==> src/rtl/apu_envelope_unit.sv <==
// APU volume envelope: reloadable divider clocking a 4-bit decay counter, restarted by a start flag.
// Optional debug taps (dbg_div, dbg_decay, dbg_start) are compiled in when ENV_DEBUG_EN is defined.
module apu_envelope_unit #(
    parameter int VOL_W = 4
) (
    input  logic             ACLK1,
    input  logic             n_res,
    input  logic             wr_reg0,
    input  logic             wr_reg3,
    input  logic [5:0]       din,
    input  logic             qframe,
    output logic [VOL_W-1:0] vol,
`ifdef ENV_DEBUG_EN
    output logic [VOL_W-1:0] dbg_div,
    output logic [VOL_W-1:0] dbg_decay,
    output logic             dbg_start,
`endif
    output logic             loop_q
);

    localparam logic [VOL_W-1:0] DECAY_MAX = {VOL_W{1'b1}};

    logic [VOL_W-1:0] v_reg;
    logic             const_reg;
    logic             loop_reg;
    logic             start_reg;
    logic [VOL_W-1:0] div_reg;
    logic [VOL_W-1:0] decay_reg;

    logic             start_nxt;
    logic [VOL_W-1:0] div_nxt;
    logic [VOL_W-1:0] decay_nxt;

    // Quarter-frame sequencing works on the pre-edge state; a register-3 write
    // in the same cycle wins over the start clear so the restart is not lost.
    always_comb begin
        start_nxt = start_reg;
        div_nxt   = div_reg;
        decay_nxt = decay_reg;
        if (qframe) begin
            if (start_reg) begin
                start_nxt = 1'b0;
                decay_nxt = DECAY_MAX;
                div_nxt   = v_reg;
            end else if (div_reg == '0) begin
                div_nxt = v_reg;
                if (decay_reg != '0) begin
                    decay_nxt = decay_reg - 1'b1;
                end else if (loop_reg) begin
                    decay_nxt = DECAY_MAX;
                end
            end else begin
                div_nxt = div_reg - 1'b1;
            end
        end
        if (wr_reg3) begin
            start_nxt = 1'b1;
        end
    end

    always_ff @(posedge ACLK1 or negedge n_res) begin
        if (!n_res) begin
            v_reg     <= '0;
            const_reg <= 1'b0;
            loop_reg  <= 1'b0;
            start_reg <= 1'b0;
            div_reg   <= '0;
            decay_reg <= '0;
        end else begin
            if (wr_reg0) begin
                v_reg     <= din[VOL_W-1:0];
                const_reg <= din[4];
                loop_reg  <= din[5];
            end
            start_reg <= start_nxt;
            div_reg   <= div_nxt;
            decay_reg <= decay_nxt;
        end
    end

    assign vol    = const_reg ? v_reg : decay_reg;
    assign loop_q = loop_reg;

`ifdef ENV_DEBUG_EN
    assign dbg_div   = div_reg;
    assign dbg_decay = decay_reg;
    assign dbg_start = start_reg;
`endif

endmodule

==> config.mk <==
export PLATFORM = sky130hd
export DESIGN_NAME = apu_envelope_unit
export DESIGN_NICKNAME = d
export VERILOG_FILES = /design/src/rtl/apu_envelope_unit.sv
export SDC_FILE = /design/constraint.sdc
export NUM_CORES = 1
export LEC_CHECK = 0
export CORE_MARGIN = 10
export CORE_UTILIZATION = 27
export CTS_CLUSTER_SIZE = 16
export DETAILED_ROUTE_END_ITERATION = 6
export GPL_TIMING_DRIVEN = 0
export HOLD_SLACK_MARGIN = 0.08
export SLEW_MARGIN = 10
export SYNTH_ARGS = -nofsm -noshare
export SYNTH_HDL_FRONTEND = slang
export SYNTH_SLANG_ARGS = --single-unit
==> constraint.sdc <==
create_clock -name ACLK1 -period 2.4 [get_ports ACLK1]
set_input_delay 0.24 -clock ACLK1 [delete_from_list [all_inputs] [get_ports ACLK1]]
set_output_delay 0.24 -clock ACLK1 [all_outputs]
set_load 0.01 [all_outputs]
After elaboration in Yosys (flattened, before gate mapping)
Cells that the tools add are included.
{"block": "op_classes", "n_mux": 9, "eq_ne": 0, "add_sub_neg": 2, "bitwise_logic": 0, "shifts": 0, "n_lt_le_gt_ge": 0, "reduce_logical": 6, "n_div": 0, "multipliers": 0}
{"operator": "two-way mux 4 bit", "n": 7}
{"operator": "subtractor 4 x 1 -> 4 bit (second input constant)", "n": 2}
{"operator": "logical NOT 4 bit", "n": 1}
{"operator": "nonzero test 2 bit", "n": 2}
{"operator": "nonzero test 4 bit", "n": 1}
{"operator": "AND reduction 3 bit", "n": 1}
{"operator": "nonzero test 3 bit", "n": 1}
{"operator": "two-way mux 1 bit", "n": 2}
{"block": "totals", "memories": 0, "ramBits": 0, "latch_bits": 0, "in_bits": 11, "ff_bits": 15, "romBits": 0, "elab_cells": 23}

Depth between registers and ports, before layout
Gate-level depths: netlist of run 1.
{"block": "logic_depth", "depth_word": 4, "mapped_depth": 6, "depth_no_buf": 6}

Least setup slack after synthesis of run 1
No wires, ideal clock.
{"block": "synth_path", "path_kind": "register -> register", "start": "register decay_reg[0]", "end": "register decay_reg[3]", "path_buffers": 0, "setup_time_ns": 0.121, "path_stages_with_launch": 6, "arrival_ns": 1.456, "setup_slack_ns": 0.823, "synth_period_minus_slack_ns": 1.577, "path_cell_list": "dfrtp_1 -> inv_1 -> ha_1 -> or4b_4 -> a21boi_1 -> o22a_1"}
{"block": "synth_between", "elab_chain_cells": 4}
{"item": "start, declared", "line_no": "28", "rtl": "logic [VOL_W-1:0] decay_reg;"}
{"item": "start signal, assigned", "line_no": "77", "rtl": "decay_reg <= decay_nxt;"}
{"item": "subtractor 4 x 1 -> 4 bit / nonzero test 4 bit (equally long branches)", "line_no": "48, 47"}
{"item": "two-way mux 4 bit", "line_no": "47", "rtl": "if (decay_reg != '0) begin"}
{"item": "two-way mux 4 bit", "line_no": "45", "rtl": "end else if (div_reg == '0) begin"}
{"item": "two-way mux 4 bit", "line_no": "41", "rtl": "if (start_reg) begin"}
Several ways; a longest one is shown, not always the timed one. The select of a mux whose other input is x is not followed.
A chain may end at the register's enable or synchronous reset.

Final worst setup path of run 1
{"block": "layout_path", "start": "register const_reg", "end": "output port vol[2]"}
{"block": "layout_between", "elab_chain_cells": 1}
{"item": "start, declared", "line_no": "24", "rtl": "logic const_reg;"}
{"item": "start signal, assigned", "line_no": "72", "rtl": "const_reg <= din[4];"}
{"item": "two-way mux 4 bit", "line_no": "81", "rtl": "assign vol = const_reg ? v_reg : decay_reg;"}
{"item": "end, declared", "line_no": "12", "rtl": "output logic [VOL_W-1:0] vol,"}
No other way between the ends.

==> results of run 1 <==
==> cell usage after synthesis <==
cell type  count
nor3_1         3
o211ai_1       2
nand2b_1       2
o22ai_1        1
buf_2          2
a21boi_1       1
or4b_1         1
o32ai_4        1
mux2_1         8
o21ai_1        5
or4b_4         1
a22oi_1        1
inv_2          1
inv_1          6
nand2_1        4
a211oi_1       1
o22a_1         2
a31oi_1        1
o311ai_1       1
a22o_1         1
nand3_1        2
nor2_1         8
o21ai_0        1
or3_1          1
clkbuf_1       1
a41oi_1        1
a21o_1         2
dfrtp_1       15
a21oi_1        3
ha_1           2
==> through the flow <==
step | util, % | area [sq um] | worst slack, ns | std cells
floorplan | - | 825 | 0.823 | 81
global placement | 35.1 | 993 | 0.730 | 125
detailed placement | 35.1 | 993 | 0.721 | 125
CTS | 36.1 | 1020 | 0.509 | 129
global route | 36.1 | 1020 | 0.460 | 129
finish | 36.1 | 1020 | 0.542 | 129
==> worst paths after layout <==
path,start,endpoint,slack (ns),cells after the start
max,const_reg$_DFFE_PN0P_,vol[2],0.54,2
min,qframe,div_reg[1]$_DFFE_PN0P_,0.27,2
max reg2reg,decay_reg[0]$_DFFE_PN0P_,decay_reg[3]$_DFFE_PN0P_,0.70,5
min reg2reg,v_reg[3]$_DFFE_PN0P_,v_reg[3]$_DFFE_PN0P_,0.55,1
max in group asynchronous,n_res,v_reg[1]$_DFFE_PN0P_,1.58,1
min in group asynchronous,n_res,div_reg[2]$_DFFE_PN0P_,0.37,1
==> metal layers <==
layer  up-vias  part of all wire [%]  track usage [%]
li1        332                     -                -
met1       329                    47             8.66
met2        12                    45             10.6
met3         4                   5.6             2.10
met4         0                   2.4             4.95
met5         -                     0                0
==> logic make-up (layout without fill, tap and decap cells) <==
family | Yosys count | after routing
mux | 8 | 8
flops | 15 | 15
fa+ha+maj | 2 | 2
buf+inv | 10 | 27
compound gates | 24 | 24
simple gates | 22 | 22
==> worst register-to-register path, cell delays in order, from the launching register on <==
cell,delay (ns)
dfrtp_1,0.43
inv_1,0.11
ha_1,0.22
or4b_4,0.50
a21boi_1,0.15
o22a_1,0.19
==> area by class of cell <==
type | instances | area share (%)
sequential | 15 | 36.8
multi-input combinational | 56 | 40.1
inverter | 7 | 2.57
timing repair buffer | 13 | 12.7
buffer | 3 | 1.35
tap | 31 | 3.80
clock buffer | 3 | 2.21
clock inverter | 1 | 0.490
==> power by group <==
part / internal [mW] / switching [mW] / leakage [nW]
combinational: 0.0918 / 0.0901 / 0.235
sequential: 0.291 / 0.0442 / 0.165
clock: 0.0621 / 0.0921 / 0.0177
==> metrics.yaml, run 1 <==
cts:
  cts_root_buffer: "clkbuf_4"
  cts_buffer_depth: 2
  cts.clk_slew.worst_paths_ns: 0.09
  cts_tree: "yes"
  post_cts_buffers: 0
  insertion_delay_ns: 0.29
  cts_num_sinks: 15
  cts_hold_buffers: 0
  cts-buffers-inserted: 3
  cts_resized: 0
  htreeDepth: 1
critical_path:
  critPathBufInv: 1
  slowest_delay_ns: 0.49
  critPathArrivalTime_ns: 1.62
  worst_setup_path_end_kind: "output pin"
  crit_required_ns: 2.16
  crit_path_top_delay_cell: "dfrtp_1"
  path_cells: "mux2_1 -> clkdlybuf4s50_1"
  cp-start-kind: "register"
  cp_max_fo: 7
  crit_family: "flip-flops"
  crit_type: "reg -> out"
timing:
  timing.fmax_mhz: 538
  rsz0062_at_grt: "no"
  post-route-period-util_pct: 77.4
  fin_tns_setup_ns: 0
  worst_slew_pin_slew_ns: 0.724
  hold_violations: 0
  whs_ns: 0.269
  slew_viol_final: 0
  fin_crit_ns: 1.86
  clock-skew-final_ns: 0.00537
  slew_headroom_pct: 51.6
  finalSetupViolations: 0
grt:
  grt_pass1_wl_um: 3040
  grt_pass1_vias: 662
  globalRouteTotalUtil_pct: 7.12
  antenna_found_initial: 0
  grt_start_max_net_pins: 16
  grt_overflow: 0
logic_synthesis:
  avgSynthCellArea_sq_um: 10.2
  synth_compound_gate_area_share_pct: 22.0
  synthAdderAreaFrac_pct: 3.03
  muxShareOfSynthArea_pct: 10.9
  synth_xor_area_share_pct: 0
  ys_types: 30
  yosys-top-cells-area: "dfrtp_1 (46%), mux2_1 (11%), nor2_1 (3.6%), o32ai_4 (3.3%), ha_1 (3.0%)"
  syn_nets: 94
  synth_seq_cells: 15
  synth_top_area_share_pct: 45.5
  synthCells: 81
  ys_warn_count: 0
  synth_area_sq_um: 825
  yosysTopAreaCell: "dfrtp_1"
  synth_top_family_by_area: "compound AO/OA/AOI/OAI gates"
  ys_seq_area_share_pct: 45.5
  synth_simple_gate_area_share_pct: 13.7
placement:
  post-dp-hpwl_um: 1450
  routabilityCongestion: 0.753
  port-buffer-count: 13
floorplan:
  rows: 19
  io_pins: 16
  die_w_um: 75.3
  coreArea_sq_um: 2830
  fp.dieH_um: 75.3
  initial_core_util_pct: 29.1
  dieArea_sq_um: 5660
routing:
  antenna_left: 0
  drt_wl_total_um: 1890
  via_per_inst: 5.25
  wl_per_cell_um: 14.6
  vias: 677
  drt_iter0_markers: 61
  route.detailed.drc: 0
  dr.pass1.iters: 4
final_layout:
  multi_input_area_sq_um: 409
  drive_above_1_share_pct: 9.18
  n_antenna_cell: 0
  final_cell_mix: "dfrtp_1 (15), clkdlybuf4s50_1 (13), mux2_1 (8), nor2_1 (8), inv_1 (6)"
  fillCellCount: 286
  syn_to_final_growth_pct: 23.8
  fin_nets: 112
  seqCellArea_sq_um: 375
  layout_commonest_cell: "dfrtp_1"
outcome:
  status: "finished, final reports clean"
power_and_ir_drop:
  total_power_uw: 671
  leakagePower_nw: 0.418
  peakVddDrop_uv: 181
  cellPowerDensity_nw_per_um2: 657
flow_run:
  cap_violations: 0
min_path:
  hold_class: "in -> reg"
Power figures use the tool's default switching activity.
==> run 2: changes to the inputs <==
clock period = 1.7 ns   (was 2.4 ns; I/O delays follow)
==> run 2 against run 1 <==
  * Routed wire length increased by 5.7%
  * Die area stayed put
  * Clock power rose by 40%
  * Worst setup slack lost 0.46 ns
  * Sequential share of layout area is 1.4 points lower
  * Design area increased by 4.3%
  * Sequential cell count is the same
  * Combinational power grew 64%
  * Global-route usage hardly changed
==> metrics.yaml, run 2 (same netlist as run 1, synthesis figures left out) <==
outcome:
  status: "finished, final reports clean"
cts:
  htreeDepth: 1  # unchanged
  cts_num_sinks: 15  # unchanged
  cts-buffers-inserted: 3  # unchanged
  cts_hold_buffers: 0  # unchanged
  cts_buffer_depth: 2  # unchanged
  cts_root_buffer: "clkbuf_4"
  cts.clk_slew.worst_paths_ns: 0.10  # about the same
  cts_tree: "yes"
  insertion_delay_ns: 0.29  # about the same
routing:
  vias: 698  # +3.1%
  antenna_left: 0  # unchanged
  dr.pass1.iters: 4  # unchanged
  drt_iter0_markers: 60  # -1.6%
  via_per_inst: 5.33  # +1.5%
  drt_wl_total_um: 1990  # +5.7%
  route.detailed.drc: 0  # unchanged
  wl_per_cell_um: 15.2  # +4.1%
timing:
  slew_viol_final: 0  # unchanged
  hold_violations: 0  # unchanged
  slew_headroom_pct: 51.6  # about the same
  timing.fmax_mhz: 619
  finalSetupViolations: 0  # unchanged
  worst_slew_pin_slew_ns: 0.724  # +0.0000597 ns
  clock-skew-final_ns: 0.00323  # -0.00214 ns
  post-route-period-util_pct: 95.1
  fin_crit_ns: 1.62
  whs_ns: 0.200  # -0.0689 ns
floorplan:
  die_w_um: 75.3  # unchanged
  coreArea_sq_um: 2830  # unchanged
  io_pins: 16  # unchanged
  rows: 19  # unchanged
  dieArea_sq_um: 5660  # unchanged
  fp.dieH_um: 75.3  # unchanged
  initial_core_util_pct: 29.1  # unchanged
min_path:
  hold_class: "in -> reg"
  hp-start: "qframe"
critical_path:
  critPathArrivalTime_ns: 1.81  # +0.19 ns
  slowest_delay_ns: 0.53  # +0.04 ns
  path_cells: "buf_4 -> or4b_1 -> o311ai_1 -> a21boi_1 -> o22a_1"
  crit_required_ns: 1.89  # -0.27 ns
  cp_max_fo: 4  # -3
  reg2reg_from: "decay_reg[0]$_DFFE_PN0P_"
  crit_type: "reg -> reg"
  worst_setup_path_end_kind: "register"
  cp-startpoint: "decay_reg[0]$_DFFE_PN0P_"
  crit_family: "simple AND/OR/NAND/NOR gates"
  crit_path_top_delay_cell: "or4b_1"
  rrSetupSlack_ns: 0.08  # -0.62 ns
  critPathBufInv: 1  # unchanged
  cp-start-kind: "register"
grt:
  globalRouteTotalUtil_pct: 7.09  # -0.027 points
  grt_pass1_wl_um: 3020  # -0.46%
  grt_pass1_vias: 657  # -0.76%
  grt_overflow: 0  # unchanged
  antenna_found_initial: 0  # unchanged
  grt_start_max_net_pins: 16  # unchanged
power_and_ir_drop:
  leakagePower_nw: 0.434  # +4.0%
  total_power_uw: 991  # +48%
  peakVddDrop_uv: 262  # +45%
  cellPowerDensity_nw_per_um2: 931  # +42%
final_layout:
  layout_commonest_cell: "dfrtp_1"
  syn_to_final_growth_pct: 29.1
  final_cell_mix: "dfrtp_1 (14), clkdlybuf4s50_1 (9), mux2_1 (8), nor2_1 (8), o21ai_1 (5)"
  drive_above_1_share_pct: 17.0  # +7.8 points
  multi_input_area_sq_um: 434  # +6.1%
  fillCellCount: 291  # +1.7%
  seqCellArea_sq_um: 377  # +0.33%
  n_antenna_cell: 0  # unchanged
  fin_nets: 114  # +1.8%
  utilization_pct: 37.6  # +1.5 points
  fin_area_sq_um: 1060  # +4.3%
placement:
  port-buffer-count: 13  # unchanged
  post-dp-hpwl_um: 1450  # unchanged
  place_area_sq_um: 993  # unchanged
  routabilityCongestion: 0.753  # unchanged
flow_run:
  cap_violations: 0  # unchanged
==> run 2: worst paths after layout <==
check | to | cells after the start
setup / recovery | decay_reg[3]$_DFFE_PN0P_ | 5
hold / removal | div_reg[1]$_DFFE_PN0P_ | 2
setup reg to reg | decay_reg[3]$_DFFE_PN0P_ | 5
hold reg to reg | v_reg[3]$_DFFE_PN0P_ | 1
max in group asynchronous | const_reg$_DFFE_PN0P_ | 1
min in group asynchronous | div_reg[2]$_DFFE_PN0P_ | 1
==> run 2: per-stage QoR <==
stage          setup WS (ns)  std cells  setup TNS, ns
2_1_floorplan          0.123         81              0
3_3_place_gp          0.0300        125              0
3_5_place_dp          0.0210        125              0
4_1_cts              0.00178        129              0
5_1_grt          -0.00000600        131    -0.00000600
6_report              0.0840        131              0
==> run 2: repair_timing <==
action / CTS / global route
gates resized for setup: 3 / 9
buffers inserted: 0 / 2
pin swaps: 0 / 1
endpoints found under the setup margin: 4 / 5
==> run 2: layout make-up <==
| cell class | instances | area share (%) |
|---|---|---|
| plain buffers | 3 | 1.29 |
| clock buffers | 3 | 2.12 |
| clock inverters | 1 | 0.470 |
| inverters | 7 | 2.47 |
| multi-input cells | 56 | 40.8 |
| flip-flops and latches | 15 | 35.4 |
| well taps | 31 | 3.64 |
| repair buffers | 15 | 13.9 |
==> run 2: worst reg2reg max path, delay by kind of cell, from the launching register on <==
| family | cells | cell delay, ns |
|---|---|---|
| flops | 1 | 0.43 |
| compound gates | 3 | 0.41 |
| buf+inv | 1 | 0.15 |
| simple gates | 1 | 0.53 |
==> run 2: routing by layer <==
| metal | global-route usage (%) | routed length (um) | vias up |
|---|---|---|---|
| met5 | 0 | 0 | - |
| met2 | 10.6 | 923 | 18 |
| met3 | 2.10 | 113 | 4 |
| met4 | 4.95 | 45 | 0 |
| met1 | 8.58 | 909 | 340 |
| li1 | - | - | 336 |
==> run 2: report_power, final <==
part | internal, mW | total [mW] | leakage, nW | switching, mW
Combinational | 0.153 | 0.299 | 0.253 | 0.147
Sequential | 0.411 | 0.475 | 0.164 | 0.0644
Clock | 0.0876 | 0.216 | 0.0177 | 0.129
Total | 0.651 | 0.991 | 0.434 | 0.340
